### src/rtl/pre_pool_writer.sv
// Pre-pool writer: takes 2-row convolution chunks, applies ReLU and 2x2 max
// pooling to produce eight 16-bit results, packs them into a 4-word write
// burst and hands that burst to the memory controller at sequential addresses.
module pre_pool_writer (
  input  logic         clk,
  input  logic         rst,
  input  logic         PRE_START,
  output logic         PRE_STATUS,
  input  logic [31:0]  CFG_WRITE_START_ADDR,
  input  logic [8:0]   CFG_WIDTH,
  input  logic [8:0]   CFG_HEIGHT,
  input  logic [9:0]   CFG_NUM_KERNEL,
  input  logic [511:0] MAC_OUT,
  input  logic         PRE_TAKE_VLD,
  output logic         PRE_TAKE_RDY,
  output logic         PRE_REQ,
  output logic [3:0]   PRE_CMD,
  output logic [31:0]  PRE_ADDR,
  input  logic         MEM_PRE_SEL,
  output logic         PRE_WR_BUF,
  output logic [31:0]  PRE_DIN,
  input  logic         MEM_FIN
);

  typedef enum logic [2:0] {
    IDLE,
    CFG,
    WAIT_IN,
    BUF,
    REQ,
    WAIT_FIN
  } state_t;

  localparam logic [3:0] CMD_WRITE_BURST4 = 4'h2;

  state_t            state_q, state_d;
  logic [22:0]       total_q, total_d;
  logic [22:0]       count_q, count_d;
  logic [31:0]       ptr_q, ptr_d;
  logic [1:0]        beat_q, beat_d;
  logic [7:0][15:0]  pool_q, pool_d;
  logic              status_q, status_d;
  logic              rdy_q, rdy_d;
  logic              wr_buf_q, wr_buf_d;
  logic              req_q, req_d;
  logic [3:0]        cmd_q, cmd_d;
  logic [31:0]       addr_q, addr_d;
  logic [31:0]       din_q, din_d;

  logic [22:0]       cfg_total;
  logic [7:0][15:0]  pooled;

  // Negative activations clamp to zero; positives pass through unchanged.
  function automatic logic [15:0] relu(input logic [15:0] v);
    return v[15] ? 16'd0 : v;
  endfunction

  function automatic logic [15:0] max2(input logic [15:0] a, input logic [15:0] b);
    return (a > b) ? a : b;
  endfunction

  // Number of 4-word bursts in the job: one per 2-row x 16-column chunk.
  assign cfg_total = 23'(CFG_NUM_KERNEL) * 23'(CFG_HEIGHT >> 1) * 23'(CFG_WIDTH >> 4);

  // 2x2 max pool over ReLU'd lanes: pooled j covers cols 2j,2j+1 of both rows.
  always_comb begin
    pooled = '0;
    for (int j = 0; j < 8; j++) begin
      pooled[j] = max2(max2(relu(MAC_OUT[16*(2*j)      +: 16]),
                            relu(MAC_OUT[16*(2*j+1)    +: 16])),
                       max2(relu(MAC_OUT[16*(16+2*j)   +: 16]),
                            relu(MAC_OUT[16*(17+2*j)   +: 16])));
    end
  end

  // Next-state logic plus next values of every registered output.
  always_comb begin
    state_d = state_q;
    total_d = total_q;
    count_d = count_q;
    ptr_d   = ptr_q;
    beat_d  = beat_q;
    pool_d  = pool_q;

    case (state_q)
      IDLE: begin
        if (PRE_START) begin
          state_d = CFG;
        end
      end
      CFG: begin
        total_d = cfg_total;
        ptr_d   = CFG_WRITE_START_ADDR;
        count_d = '0;
        state_d = (cfg_total == '0) ? IDLE : WAIT_IN;
      end
      WAIT_IN: begin
        if (PRE_TAKE_VLD && rdy_q) begin
          pool_d  = pooled;
          beat_d  = '0;
          state_d = BUF;
        end
      end
      BUF: begin
        beat_d = beat_q + 2'd1;
        if (beat_q == 2'd3) begin
          state_d = REQ;
        end
      end
      REQ: begin
        if (MEM_PRE_SEL) begin
          state_d = WAIT_FIN;
        end
      end
      WAIT_FIN: begin
        if (MEM_FIN) begin
          ptr_d   = ptr_q + 32'd4;
          count_d = count_q + 23'd1;
          state_d = ((count_q + 23'd1) == total_q) ? IDLE : WAIT_IN;
        end
      end
      default: begin
        state_d = IDLE;
      end
    endcase

    status_d = (state_d != IDLE);
    rdy_d    = (state_d == WAIT_IN);
    wr_buf_d = (state_d == BUF);
    req_d    = (state_d == REQ) || (state_d == WAIT_FIN);
    cmd_d    = req_d ? CMD_WRITE_BURST4 : 4'h0;
    addr_d   = req_d ? ptr_d : 32'h0;
    din_d    = wr_buf_d ? {pool_d[{beat_d, 1'b1}], pool_d[{beat_d, 1'b0}]} : 32'h0;
  end

  // State and output registers; reset abandons any partially pushed burst.
  always_ff @(posedge clk) begin
    if (rst) begin
      state_q  <= IDLE;
      total_q  <= '0;
      count_q  <= '0;
      ptr_q    <= '0;
      beat_q   <= '0;
      pool_q   <= '0;
      status_q <= 1'b0;
      rdy_q    <= 1'b0;
      wr_buf_q <= 1'b0;
      req_q    <= 1'b0;
      cmd_q    <= 4'h0;
      addr_q   <= 32'h0;
      din_q    <= 32'h0;
    end else begin
      state_q  <= state_d;
      total_q  <= total_d;
      count_q  <= count_d;
      ptr_q    <= ptr_d;
      beat_q   <= beat_d;
      pool_q   <= pool_d;
      status_q <= status_d;
      rdy_q    <= rdy_d;
      wr_buf_q <= wr_buf_d;
      req_q    <= req_d;
      cmd_q    <= cmd_d;
      addr_q   <= addr_d;
      din_q    <= din_d;
    end
  end

  assign PRE_STATUS   = status_q;
  assign PRE_TAKE_RDY = rdy_q;
  assign PRE_WR_BUF   = wr_buf_q;
  assign PRE_REQ      = req_q;
  assign PRE_CMD      = cmd_q;
  assign PRE_ADDR     = addr_q;
  assign PRE_DIN      = din_q;

endmodule

### config.mk
export PLATFORM = sky130hd
export DESIGN_NAME = pre_pool_writer
export DESIGN_NICKNAME = d
export VERILOG_FILES = /design/src/rtl/pre_pool_writer.sv
export SDC_FILE = /design/constraint.sdc
export NUM_CORES = 2
export LEC_CHECK = 0
export ABC_AREA = 1
export CORE_MARGIN = 2
export CORE_UTILIZATION = 55
export DETAILED_ROUTE_END_ITERATION = 12
export HOLD_SLACK_MARGIN = 0.12
export PLACE_DENSITY = 0.95
export SETUP_SLACK_MARGIN = 0.15
export SLEW_MARGIN = 0
export SYNTH_ARGS = -nofsm -noshare
export SYNTH_HDL_FRONTEND = slang
export SYNTH_SLANG_ARGS = --single-unit
### constraint.sdc
create_clock -name clk -period 10 [get_ports clk]
set_clock_uncertainty 0.2 [all_clocks]
set_input_delay 2 -clock clk [delete_from_list [all_inputs] [get_ports clk]]
set_output_delay 2 -clock clk [all_outputs]
set_load 0.01 [all_outputs]
==> flow_metrics.env <==
export IMPL_status="finished, final reports clean"
export IMPL_reg2reg_slack_ns=5.36
export IMPL_die_w_um=255
export IMPL_dpl_worst_slack_ns=-0.136
export IMPL_cts_tree="done"
export IMPL_synth_edff_count=0
export IMPL_async_flop_share_pct=0
export IMPL_path_class="input port to flip-flop"
export IMPL_grt_pass1_wl_um=191000
export IMPL_critPathRequiredTime_ns=10.29
export IMPL_synth_ff_type="dfxtp_1"
export IMPL_viasPerCell=5.50
export IMPL_hp_class="flip-flop to flip-flop"
export IMPL_synthTopCellsByArea="nand2_1 (17%), dfxtp_1 (16%), ha_1 (16%)"
export IMPL_cts_hold_buf=0
export IMPL_tightest_slew_ns=1.19
export IMPL_synth_warnings=0
export IMPL_area_growth_pct=23.5
export IMPL_hpwl_um=101000
export IMPL_drive_gt1_share_pct=2.69
export IMPL_hold_viol_final=0
export IMPL_synthCells=5781
export IMPL_gp_congestion=1.01
export IMPL_ioPinCount=650
export IMPL_avgSynthCellArea_um2=5.98
export IMPL_rsz0062_at_grt="false"
export IMPL_slew_headroom_pct=19.8
export IMPL_setup_ws_ns=0.639
export IMPL_endpoint_kind="flip-flop"
export IMPL_clk_pin_slew_ns=0.07
export IMPL_fp_coreArea_mm2=0.0619
export IMPL_dieArea_mm2=0.0649
export IMPL_synthDistinctLibCells=50
export IMPL_arrival_ns=9.65
export IMPL_dr_pass1_iters=7
export IMPL_slowest_stage="clkdlybuf4s50_1"
export IMPL_row_count=91
export IMPL_setup_violations=0
export IMPL_cp_common_cell="nand2_1"
export IMPL_report_final_slew_viol_count=0
export IMPL_power_density_mw_per_mm2=249
export IMPL_crit_path_start_kind="input port"
export IMPL_drt_total_wl_um=124000
export IMPL_cts_buffers=31
export IMPL_fin_crit_ns=9.36
export IMPL_clkLatencyLatePin_ns=0.60
export IMPL_synth_seq_area_share_pct=16.1
export IMPL_hold_end="pool_q[31]"
export IMPL_crit_fanout=5
export IMPL_grt_max_degree=98
export IMPL_crit_family="adder cells"
export IMPL_final_cells=7164
export IMPL_reg2regPathDepth=11
export IMPL_cts_resized_gates=0
export IMPL_finalCritPeriodShare_pct=93.6
export IMPL_wire_per_inst_um=17.3
export IMPL_grt_overflow_total=0
export IMPL_ir_worst_vdd_mv=0.611
export IMPL_placed_cells=7100
export IMPL_yosysTopAreaCell="nand2_1"
export IMPL_cts_sinks=279
export IMPL_initial_utilization_pct=55.8
export IMPL_worstHoldPathCells=2
export IMPL_mappedNetlistArea_mm2=0.0346
export IMPL_io_buffers=641
export IMPL_via_count=39400
export IMPL_r2r_end="PRE_DIN[27]"
export IMPL_die_y_um=255
export IMPL_root_buffer="clkbuf_16"
export IMPL_path_buf_inv=12
export IMPL_ys_seq_elements=279
export IMPL_setup_tns_ns=0
export IMPL_r2r_start="state_q[1]"
export IMPL_antenna_left=0
export IMPL_hold_path_startpoint="pool_q[31]"
export IMPL_maxCapViolCount=0
export IMPL_leakage_uw=0.0226
export IMPL_drt_iter0_markers=3670
export IMPL_cts_setup_buffers=0
export IMPL_cp_slowest_stage_delay_ns=0.55
export IMPL_max_freq_mhz=107
export IMPL_drc_errors=0
export IMPL_cts_htree_levels=1
export IMPL_antenna_found_initial=8
export IMPL_grt_pass1_vias=37000
export IMPL_fin_nets=7402
export IMPL_clockBufferDepth=3
export IMPL_yosysTopAreaCellShare_pct=17.2
export IMPL_grt_usage_pct=36.9
-- cell usage in the layout (no fill, tap or decap), types with 75 or more instances in the layout --
| cell type | Yosys | final |
|---|---|---|
| and2_1 | 75 | 75 |
| inv_1 | 960 | 960 |
| nand2_1 | 1588 | 1588 |
| fa_1 | 96 | 96 |
| clkdlybuf4s50_1 | 0 | 629 |
| o21ai_0 | 125 | 123 |
| nand3_1 | 804 | 804 |
| dfxtp_1 | 279 | 279 |
| nor2_1 | 484 | 483 |
| a21oi_1 | 418 | 417 |
| ha_1 | 432 | 430 |
-- area by class of cell --
class | count | area (um^2)
fillers | 5474 | 19200
repair buffers | 699 | 6880
inverters | 980 | 3680
clock buffers | 40 | 840
well taps | 837 | 1050
clock inverters | 18 | 216
multi-input cells | 4305 | 24500
diodes | 6 | 15.0
flip-flops and latches | 279 | 5590
-- where the power goes --
group / internal, uW / total [uW] / switching (uW)
Combinational: 3330 / 8250 / 4920
Clock: 681 / 1200 / 523
Sequential: 1150 / 1180 / 31.7
Total: 5160 / 10600 / 5470
-- sequential cells by signal (all words and copies together) (netlist names), 2 cells and up --
signal    cells
PRE_ADDR     32
total_q      23
state_q       3
count_q      23
beat_q        2
pool_q      128
PRE_DIN      32
ptr_q        32
-- stage by stage --
stage | hold slack, ns | total power (uW) | util [%] | cell area, um^2
6_report | 0.245 | 10600 | 69.0 | 42700
5_1_grt | 0.268 | 11800 | 69.0 | 42700
4_1_cts | 0.244 | 10400 | 68.8 | 42600
3_5_place_dp | 0.233 | 9130 | 67.1 | 41600
3_3_place_gp | 0.230 | 8950 | 67.1 | 41600
2_1_floorplan | 0.221 | 6740 | - | 34600
-- per-layer routing --
| metal | share of wire [%] | wire length [um] | GRT usage, % |
|---|---|---|---|
| met1 | 40 | 49800 | 45.6 |
| met2 | 46 | 56700 | 61.5 |
| met3 | 9.1 | 11300 | 6.97 |
| met4 | 5.2 | 6430 | 18.0 |
| met5 | 0.020 | 25 | 0.0752 |
-- Yosys cell counts (3+ instances only) --
library cell  instances
nor3_1               33
inv_2                11
buf_1                11
a21oi_1             418
buf_2                54
dfxtp_1             279
clkbuf_1            142
nor2_2                8
a22oi_1              12
xnor2_1              10
nand3_1             804
nor2_4                4
o21ai_0             125
buf_4                12
or2_2                13
ha_1                432
and2_1               75
nor2_1              484
a21o_1                8
o21bai_1              9
inv_1               960
nand4_1              62
fa_1                 96
nor3_2                8
clkinv_1              9
o211ai_1             18
a221oi_1              9
a22o_1                4
nand3b_1             17
a211oi_1              3
nand2_1            1588
o21ai_1               6
nor4_1                5
xor2_1               29
nor3b_1               3
-- worst register-to-register path, delay by kind of cell (launching register included) --
kind	cells	cell delay [ns]
buffers and inverters	4	1.96
and+or+nand+nor	6	1.86
DFF	1	0.40
AOI/OAI and AO/OA	1	0.08
-- worst max path at each step --
stage                            startpoint         end  slack (ns)  cells past startpoint
after floorplan               CFG_HEIGHT[8]  PRE_STATUS        0.84                     37
after global placement        CFG_HEIGHT[5]  PRE_STATUS       -0.01                     37
after detailed placement      CFG_HEIGHT[5]  PRE_STATUS       -0.14                     37
after CTS                     CFG_HEIGHT[5]  PRE_STATUS        0.48                     37
after global routing      CFG_NUM_KERNEL[1]  PRE_STATUS        0.15                     39
final                     CFG_NUM_KERNEL[2]  PRE_STATUS        0.64                     40
-- cell families after synthesis --
family | synth area share [%]
compound gates | 9.49
xor+xnor | 1.23
fa+ha+maj | 21.2
buf+inv | 13.3
flops | 16.1
mux | 0.0579
other cells | 0.0108
simple gates | 38.5
(Power assumes the default switching activity.)
